## src/rtl/ghost_pkg.sv

```systemverilog
// ghost_pkg: definitions shared by the ghost scheduler, renderer and pellet logic.
//   - one-hot direction encodings (UP/DOWN/LEFT/RIGHT, NONE = no heading yet)
//   - scheduler FSM state enum
//   - default grid width and ghost start tile
//   - LFSR width, tap mask and helpers for candidate selection
package ghost_pkg;

    localparam logic [3:0] DIR_NONE  = 4'b0000;
    localparam logic [3:0] DIR_UP    = 4'b0001;
    localparam logic [3:0] DIR_DOWN  = 4'b0010;
    localparam logic [3:0] DIR_LEFT  = 4'b0100;
    localparam logic [3:0] DIR_RIGHT = 4'b1000;

    typedef enum logic [1:0] {
        ST_IDLE   = 2'd0,
        ST_PROBE  = 2'd1,
        ST_DECIDE = 2'd2,
        ST_NEXT   = 2'd3
    } state_t;

    localparam int DEF_POS_W   = 5;
    localparam int DEF_START_X = 8;
    localparam int DEF_START_Y = 8;

    // Fibonacci LFSR, taps 16,14,13,11 -> state bits 15,13,12,10.
    localparam int          LFSR_W    = 16;
    localparam logic [15:0] LFSR_TAPS = 16'hB400;

    // Direction index (0=UP,1=DOWN,2=LEFT,3=RIGHT) to one-hot.
    function automatic logic [3:0] dir_onehot(input logic [1:0] idx);
        return 4'b0001 << idx;
    endfunction

    // One-hot direction to index; only called with a nonzero direction.
    function automatic logic [1:0] dir_index(input logic [3:0] dir);
        case (dir)
            DIR_UP:   return 2'd0;
            DIR_DOWN: return 2'd1;
            DIR_LEFT: return 2'd2;
            default:  return 2'd3;
        endcase
    endfunction

    // First direction not yet tried, rotating from 'start'.
    function automatic logic [1:0] pick_untried(input logic [3:0] tried,
                                                input logic [1:0] start);
        logic [1:0] idx;
        logic [1:0] res;
        logic       found;
        res   = start;
        found = 1'b0;
        for (int i = 0; i < 4; i++) begin
            idx = start + 2'(i);
            if (!found && !tried[idx]) begin
                res   = idx;
                found = 1'b1;
            end
        end
        return res;
    endfunction

endpackage

```

## src/rtl/ghost_scheduler_if.sv

```systemverilog
// ghost_scheduler_if: maze wall-lookup port shared by all ghosts.
//   master (scheduler): maze_rd_req, maze_rd_x, maze_rd_y out; maze_rd_valid, maze_rd_wall in
//   slave  (maze ROM arbiter): the reverse
interface ghost_scheduler_if #(
    parameter int POS_W = ghost_pkg::DEF_POS_W
);
    logic             maze_rd_req;
    logic [POS_W-1:0] maze_rd_x;
    logic [POS_W-1:0] maze_rd_y;
    logic             maze_rd_valid;
    logic             maze_rd_wall;

    modport master (
        output maze_rd_req, maze_rd_x, maze_rd_y,
        input  maze_rd_valid, maze_rd_wall
    );

    modport slave (
        input  maze_rd_req, maze_rd_x, maze_rd_y,
        output maze_rd_valid, maze_rd_wall
    );
endinterface

```

## src/rtl/ghost_lfsr.sv

```systemverilog
// ghost_lfsr: free-running 16-bit Fibonacci LFSR.
//   clk     system clock
//   rst     asynchronous active-low reset, loads SEED
//   i_en    advance enable
//   o_bits  low OUT_W bits of the LFSR state
module ghost_lfsr
    import ghost_pkg::*;
#(
    parameter logic [LFSR_W-1:0] SEED  = 16'hACE1,
    parameter int                OUT_W = 2
) (
    input  logic             clk,
    input  logic             rst,
    input  logic             i_en,
    output logic [OUT_W-1:0] o_bits
);
    logic [LFSR_W-1:0] r_state;
    logic              w_fb;

    assign w_fb   = ^(r_state & LFSR_TAPS);
    assign o_bits = r_state[OUT_W-1:0];

    always_ff @(posedge clk or negedge rst) begin
        if (!rst) begin
            r_state <= SEED;
        end else if (i_en) begin
            r_state <= {r_state[LFSR_W-2:0], w_fb};
        end
    end
endmodule

```

## src/rtl/ghost_scheduler.sv

```systemverilog
// ghost_scheduler: once per move_tick, walks every ghost through probe/decide,
// sharing one maze wall-lookup port.
//   clk, rst                     clock, asynchronous active-low reset
//   move_tick                    starts a movement round
//   maze (master)                wall lookup: req/x/y out, valid/wall in
//   ghost_x, ghost_y, ghost_dir  packed per-ghost position and one-hot heading
//   busy, round_done, tick_overrun  round status pulses/levels
module ghost_scheduler
    import ghost_pkg::*;
#(
    parameter int                NUM_GHOSTS = 4,
    parameter int                POS_W      = DEF_POS_W,
    parameter int                START_X    = DEF_START_X,
    parameter int                START_Y    = DEF_START_Y,
    parameter logic [LFSR_W-1:0] LFSR_SEED  = 16'hACE1
) (
    input  logic                        clk,
    input  logic                        rst,
    input  logic                        move_tick,
    ghost_scheduler_if.master           maze,
    output logic [NUM_GHOSTS*POS_W-1:0] ghost_x,
    output logic [NUM_GHOSTS*POS_W-1:0] ghost_y,
    output logic [NUM_GHOSTS*4-1:0]     ghost_dir,
    output logic                        busy,
    output logic                        round_done,
    output logic                        tick_overrun
);
    localparam int              G_W    = (NUM_GHOSTS > 1) ? $clog2(NUM_GHOSTS) : 1;
    localparam logic [G_W-1:0]  LAST_G = G_W'(NUM_GHOSTS - 1);

    state_t           r_state;
    logic [G_W-1:0]   r_g;
    logic [POS_W-1:0] r_x   [NUM_GHOSTS];
    logic [POS_W-1:0] r_y   [NUM_GHOSTS];
    logic [3:0]       r_dir [NUM_GHOSTS];
    logic [3:0]       r_tried;
    logic [1:0]       r_cand;
    logic             r_wall;
    logic             r_req;
    logic [POS_W-1:0] r_rd_x;
    logic [POS_W-1:0] r_rd_y;
    logic             r_busy;
    logic             r_done;
    logic             r_ovr;

    logic [1:0]       w_lfsr;
    logic [G_W-1:0]   w_sel_g;
    logic [G_W-1:0]   w_pos_g;
    logic [1:0]       w_cand;
    logic [POS_W-1:0] w_tx;
    logic [POS_W-1:0] w_ty;

    ghost_lfsr #(.SEED(LFSR_SEED), .OUT_W(2)) u_lfsr (
        .clk    (clk),
        .rst    (rst),
        .i_en   (1'b1),
        .o_bits (w_lfsr)
    );

    // Next probe: a fresh ghost (from IDLE or NEXT) starts with its heading,
    // or a random one if it has none; a retry from DECIDE rotates to an
    // untried direction starting at the current LFSR value.
    always_comb begin
        w_sel_g = '0;
        if (r_state == ST_NEXT && r_g != LAST_G) begin
            w_sel_g = r_g + 1'b1;
        end
        w_pos_g = (r_state == ST_DECIDE) ? r_g : w_sel_g;
        w_cand  = (r_dir[w_sel_g] != DIR_NONE) ? dir_index(r_dir[w_sel_g]) : w_lfsr;
        if (r_state == ST_DECIDE) begin
            w_cand = pick_untried(r_tried, w_lfsr);
        end
        w_tx = r_x[w_pos_g];
        w_ty = r_y[w_pos_g];
        case (w_cand)
            2'd0:    w_ty = r_y[w_pos_g] - 1'b1;   // UP
            2'd1:    w_ty = r_y[w_pos_g] + 1'b1;   // DOWN
            2'd2:    w_tx = r_x[w_pos_g] - 1'b1;   // LEFT
            default: w_tx = r_x[w_pos_g] + 1'b1;   // RIGHT
        endcase
    end

    always_ff @(posedge clk or negedge rst) begin
        if (!rst) begin
            r_state <= ST_IDLE;
            r_g     <= '0;
            r_tried <= '0;
            r_cand  <= '0;
            r_wall  <= 1'b0;
            r_req   <= 1'b0;
            r_rd_x  <= '0;
            r_rd_y  <= '0;
            r_busy  <= 1'b0;
            r_done  <= 1'b0;
            r_ovr   <= 1'b0;
            for (int i = 0; i < NUM_GHOSTS; i++) begin
                r_x[i]   <= POS_W'(START_X);
                r_y[i]   <= POS_W'(START_Y);
                r_dir[i] <= DIR_NONE;
            end
        end else begin
            r_done <= 1'b0;
            r_ovr  <= r_busy && move_tick;
            case (r_state)
                ST_IDLE: begin
                    if (move_tick) begin
                        r_g     <= '0;
                        r_busy  <= 1'b1;
                        r_req   <= 1'b1;
                        r_rd_x  <= w_tx;
                        r_rd_y  <= w_ty;
                        r_cand  <= w_cand;
                        r_tried <= dir_onehot(w_cand);
                        r_state <= ST_PROBE;
                    end
                end
                ST_PROBE: begin
                    if (maze.maze_rd_valid) begin
                        r_req   <= 1'b0;
                        r_wall  <= maze.maze_rd_wall;
                        r_state <= ST_DECIDE;
                    end
                end
                ST_DECIDE: begin
                    if (!r_wall) begin
                        r_x[r_g]   <= r_rd_x;
                        r_y[r_g]   <= r_rd_y;
                        r_dir[r_g] <= dir_onehot(r_cand);
                        r_state    <= ST_NEXT;
                    end else if (r_tried != 4'b1111) begin
                        r_req   <= 1'b1;
                        r_rd_x  <= w_tx;
                        r_rd_y  <= w_ty;
                        r_cand  <= w_cand;
                        r_tried <= r_tried | dir_onehot(w_cand);
                        r_state <= ST_PROBE;
                    end else begin
                        // Boxed in: ghost keeps its tile and heading.
                        r_state <= ST_NEXT;
                    end
                end
                default: begin  // ST_NEXT
                    if (r_g == LAST_G) begin
                        r_done  <= 1'b1;
                        r_busy  <= 1'b0;
                        r_state <= ST_IDLE;
                    end else begin
                        r_g     <= w_sel_g;
                        r_req   <= 1'b1;
                        r_rd_x  <= w_tx;
                        r_rd_y  <= w_ty;
                        r_cand  <= w_cand;
                        r_tried <= dir_onehot(w_cand);
                        r_state <= ST_PROBE;
                    end
                end
            endcase
        end
    end

    assign maze.maze_rd_req = r_req;
    assign maze.maze_rd_x   = r_rd_x;
    assign maze.maze_rd_y   = r_rd_y;
    assign busy             = r_busy;
    assign round_done       = r_done;
    assign tick_overrun     = r_ovr;

    generate
        for (genvar gi = 0; gi < NUM_GHOSTS; gi++) begin : g_pack
            assign ghost_x[gi*POS_W +: POS_W] = r_x[gi];
            assign ghost_y[gi*POS_W +: POS_W] = r_y[gi];
            assign ghost_dir[gi*4 +: 4]       = r_dir[gi];
        end
    endgenerate
endmodule

```

## src/flat_wrapper.sv

```systemverilog
// flat-port wrapper written by rule: the top's interface ports become plain ports
module ghost_scheduler_flat import ghost_pkg::*;
#(
    parameter int                NUM_GHOSTS = 4,
    parameter int                POS_W      = DEF_POS_W,
    parameter int                START_X    = DEF_START_X,
    parameter int                START_Y    = DEF_START_Y,
    parameter logic [LFSR_W-1:0] LFSR_SEED  = 16'hACE1
)
  (clk, rst, move_tick, ghost_x, ghost_y, ghost_dir, busy, round_done, tick_overrun, maze_maze_rd_req, maze_maze_rd_x, maze_maze_rd_y, maze_maze_rd_valid, maze_maze_rd_wall);
  ghost_scheduler_if #(.POS_W(POS_W)) maze_i ();
  input  logic clk;
  input  logic rst;
  input  logic move_tick;
  output logic [NUM_GHOSTS*POS_W-1:0] ghost_x;
  output logic [NUM_GHOSTS*POS_W-1:0] ghost_y;
  output logic [NUM_GHOSTS*4-1:0] ghost_dir;
  output logic busy;
  output logic round_done;
  output logic tick_overrun;
  output wire logic [$bits(maze_i.maze_rd_req)-1:0] maze_maze_rd_req;
  output wire logic [$bits(maze_i.maze_rd_x)-1:0] maze_maze_rd_x;
  output wire logic [$bits(maze_i.maze_rd_y)-1:0] maze_maze_rd_y;
  input wire logic [$bits(maze_i.maze_rd_valid)-1:0] maze_maze_rd_valid;
  input wire logic [$bits(maze_i.maze_rd_wall)-1:0] maze_maze_rd_wall;
  assign maze_maze_rd_req = maze_i.maze_rd_req;
  assign maze_maze_rd_x = maze_i.maze_rd_x;
  assign maze_maze_rd_y = maze_i.maze_rd_y;
  assign maze_i.maze_rd_valid = maze_maze_rd_valid;
  assign maze_i.maze_rd_wall = maze_maze_rd_wall;
  ghost_scheduler #(.NUM_GHOSTS(NUM_GHOSTS), .POS_W(POS_W), .START_X(START_X), .START_Y(START_Y), .LFSR_SEED(LFSR_SEED)) u_core (.clk(clk), .rst(rst), .move_tick(move_tick), .maze(maze_i), .ghost_x(ghost_x), .ghost_y(ghost_y), .ghost_dir(ghost_dir), .busy(busy), .round_done(round_done), .tick_overrun(tick_overrun));
endmodule
```

## config.mk

```make
export PLATFORM = sky130hd
export DESIGN_NAME = ghost_scheduler_flat
export DESIGN_NICKNAME = d
export VERILOG_FILES = /design/src/rtl/ghost_pkg.sv /design/src/rtl/ghost_scheduler_if.sv /design/src/rtl/ghost_lfsr.sv /design/src/rtl/ghost_scheduler.sv /design/src/flat_wrapper.sv
export SDC_FILE = /design/constraint.sdc
export NUM_CORES = 1
export LEC_CHECK = 0
export BUFFER_PORTS_ARGS = -buffer_cell sky130_fd_sc_hd__buf_2
export CAP_MARGIN = 30
export CORE_ASPECT_RATIO = 1.75
export CORE_UTILIZATION = 46
export CTS_CLUSTER_SIZE = 20
export DETAILED_ROUTE_END_ITERATION = 16
export PLACE_DENSITY_LB_ADDON = 0.1
export SYNTH_ARGS = -nofsm -noshare
export SYNTH_HDL_FRONTEND = slang
export SYNTH_HIERARCHICAL = 1
export SYNTH_SLANG_ARGS = --single-unit
```

## constraint.sdc

```tcl
create_clock -name clk -period 7.6 [get_ports clk]
set_clock_uncertainty 0.15 [all_clocks]
set_input_delay 0 -clock clk [delete_from_list [all_inputs] [get_ports clk]]
set_output_delay 0 -clock clk [all_outputs]
set_load 0.02 [all_outputs]
```

==> metrics <==
row count 49; # setup viols final 0; relative slew slack 40.9%; Antenna diodes 0; clk sinks 97; Die H ~140 um; # IOs 75; TritonCTS buffer count 9; top cells by area, synth dfrtp_1 41%, mux2_2 12%, dfstp_2 8.5%; maxcap violations 0; pins over their slew limit 0; vias in the first global route 3470; RSZ-0062 raised after global routing no; total number of vias 3443; Detailed Route WL between 10000 and 15000 um; sequential share of the synthesized area 49.4%; Synth area leader dfrtp_1; Total GRT Usage 20.9%; Yosys cell types 49; Req. time, crit path around 7.7 ns; Synth top area share 40.9%; Detailed Routing Iterations Pass 1 4; drt wl/cell 17.0 um; Synth Warn # 6; RePlAce Congestion 0.761; Routed Antenna Nets 0; post-layout min period 4.38 ns; Post-synth EDFFs 0; Worst Hold Class input pin to flip-flop; clock-pin slew on the worst setup and hold paths approximately 0.07 ns; H-tree level count 3; Worst setup SP type flip-flop; Least-Margin Pin Slew between 0.8 and 0.9 ns; pin count of the biggest net entering global routing 69; Synth Area in Compound Gates 11.0%; Yosys reg bits between 90 and 100; status finished, final reports clean; CTS Buffer Depth 2; Final Cycle Share 57.6%; CTS tree built; Critical R2R Launch u_core/r_g[0]; Filler cells 919; PortBufs 74; crit path launch u_core/r_g[0]; Worst Setup End Kind flip-flop; Core Region 10400 um^2; crit path kind flip-flop to flip-flop; Skew-Pair Late Insertion Delay 0.34 ns; CP Data Arrival Time 4.45 ns; Layout Area Growth over Synthesis 15.5%; commonest register cell after synthesis dfrtp_1; Synth Area in Adders 4.34%; DRC errors left 0; maximum fanout along the worst path 20; Initial Utilization between 40% and 50%; largest family of logic cells by synthesized area multiplexers; Remaining Overflow, GRT 0; DIE AREA 11200 um^2; XOR/XNOR Fraction of Synth Area 1.41%; fmax 228 MHz; HPWL after DPL approximately 7600 um; mapped cell area approximately 5000 um^2; DRT iter0 DRCs 159; setup TNS 0 ns; final hold violations 0; die width 80.5 um; CTS root buf clkbuf_16; initial antenna violation count 0; Post-CTS Resized 0; ys async rst share between 90% and 100%; first-pass GRT wire length between 15000 and 20000 um; simple-gate share of the synthesized area under 10%; post-synth net total 456; Mapped Avg Cell Area 11.4 um^2; HP Start move_tick; mux contribution to synthesized area between 20% and 30%; Post-Synthesis Cells 435; share of layout cells above drive strength 1 35.5%; post-DR vias/cell around 5.4; Nets approximately 530
==> per-layer routing <==
layer | vias to the layer above | track usage (%) | share of wire [%]
met5 | - | 0 | 0
met4 | 0 | 6.58 | 1.2
met3 | 7 | 3.02 | 2.1
met2 | 46 | 38.4 | 56
met1 | 1716 | 24.1 | 41
li1 | 1674 | - | -
==> synth_stat cells, types with 2 or more instances <==
cell type and count:
or3_1 2, xnor2_1 6, nand4b_1 2, buf_6 6, or2_2 2, fa_1 2, mux2i_1 26, nor2b_1 4
a21boi_0 2, mux2_4 9, a22oi_1 3, dfstp_2 16, ha_1 14, buf_2 3, a21oi_1 19, nand4_1 2
nor2_1 18, xor2_1 2, mux2_2 55, and2_1 2, inv_1 12, nor3_1 7, a31oi_1 2, o22ai_1 4
o21ai_0 45, buf_4 4, and3_1 2, dfrtp_1 81, o211ai_1 2, clkbuf_1 9, nand2b_1 2, nand2_1 51
o21ai_1 3
==> flip-flops by register name, indices dropped and copies added (netlist names), 2 cells and up <==
signal / count
u_core/maze.maze_rd_x: 5
u_core/ghost_y: 20
u_core/r_cand: 2
u_core/u_lfsr/r_state: 16
u_core/maze.maze_rd_y: 5
u_core/ghost_x: 20
u_core/ghost_dir: 16
u_core/r_state: 2
u_core/r_tried: 4
u_core/r_g: 2
==> placed cells by master, fill, tap and decap left out, types with 7 or more instances in the layout <==
cell type,n
buf_2,73
nor3_1,7
clkbuf_16,9
mux2_2,55
inv_1,12
dlygate4sd3_1,7
dfrtp_1,81
o21ai_0,45
mux2i_1,26
nor2_1,18
nand2_1,51
ha_1,14
mux2_4,9
dfstp_2,16
a21oi_1,18
==> critical path: stages (launching register included) <==
cell and delay, ns:
dfrtp_1 0.73, inv_1 0.19, ha_1 0.49, inv_1 0.14, a21oi_2 0.22, o22ai_1 0.15, and3_1 0.20, o31ai_2 0.21
buf_4 0.29, nand2_1 0.19, fa_1 0.50, a21oi_1 0.17, nor2_1 0.05, nor2_1 0.13, xor2_1 0.20, mux2i_1 0.20
nand2_1 0.06
==> final cells by class <==
| type | count | area (um^2) | share of cell area [%] |
|---|---|---|---|
| repair buffers | 85 | 473 | 8.26 |
| clock inverters | 4 | 52.6 | 0.918 |
| multi-input cells | 302 | 2300 | 40.1 |
| well taps | 127 | 159 | 2.78 |
| flip-flops and latches | 97 | 2450 | 42.7 |
| inverters | 13 | 48.8 | 0.852 |
| clock buffers | 12 | 246 | 4.31 |
==> worst paths after layout <==
| check | to | slack [ns] | depth (start not counted) |
|---|---|---|---|
| min reg2reg | u_core/maze.maze_rd_req | 0.36 | 2 |
| max | u_core/maze.maze_rd_y[4] | 3.22 | 16 |
| min in group asynchronous | u_core/maze.maze_rd_y[1] | 0.45 | 3 |
| max in group asynchronous | u_core/ghost_y[16] | 5.39 | 4 |
| min | u_core/tick_overrun | 0.30 | 3 |
| max reg2reg | u_core/maze.maze_rd_y[4] | 3.22 | 16 |
==> logic make-up (layout without fill, tap and decap cells) <==
kind of cell             Yosys count  in the layout
adder cells (fa/ha/maj)           16             16
flip-flops                        97             97
AND/OR/NAND/NOR                   97             97
multiplexers                      90             90
AO/OA/AOI/OAI                     90             90
other                              1              1
buffers and inverters             36            114
XOR/XNOR                           8              8
==> what timing repair did <==
action | in CTS | in global routing
endpoints found under the hold margin | 36 | 0
hold buffers | 7 | 0
setup buffers | 0 | 0
==> stage by stage <==
| stage | setup slack (ns) | hold slack [ns] | cells | utilization, % | area [um^2] |
|---|---|---|---|---|---|
| after CTS | 3.21 | 0.296 | 640 | 55.3 | 5730 |
| final | 3.22 | 0.301 | 640 | 55.3 | 5730 |
| after global placement | 3.38 | -0.202 | 617 | 51.7 | 5360 |
| after detailed placement | 3.20 | -0.193 | 617 | 51.7 | 5360 |
| after global routing | 2.85 | 0.337 | 640 | 55.3 | 5730 |
| after floorplan | 3.78 | -0.446 | 435 | - | 4960 |
Power is left out: the tool's default activity adds up to more than one toggle a clock period on the data nets, which glitch-free logic cannot reach.
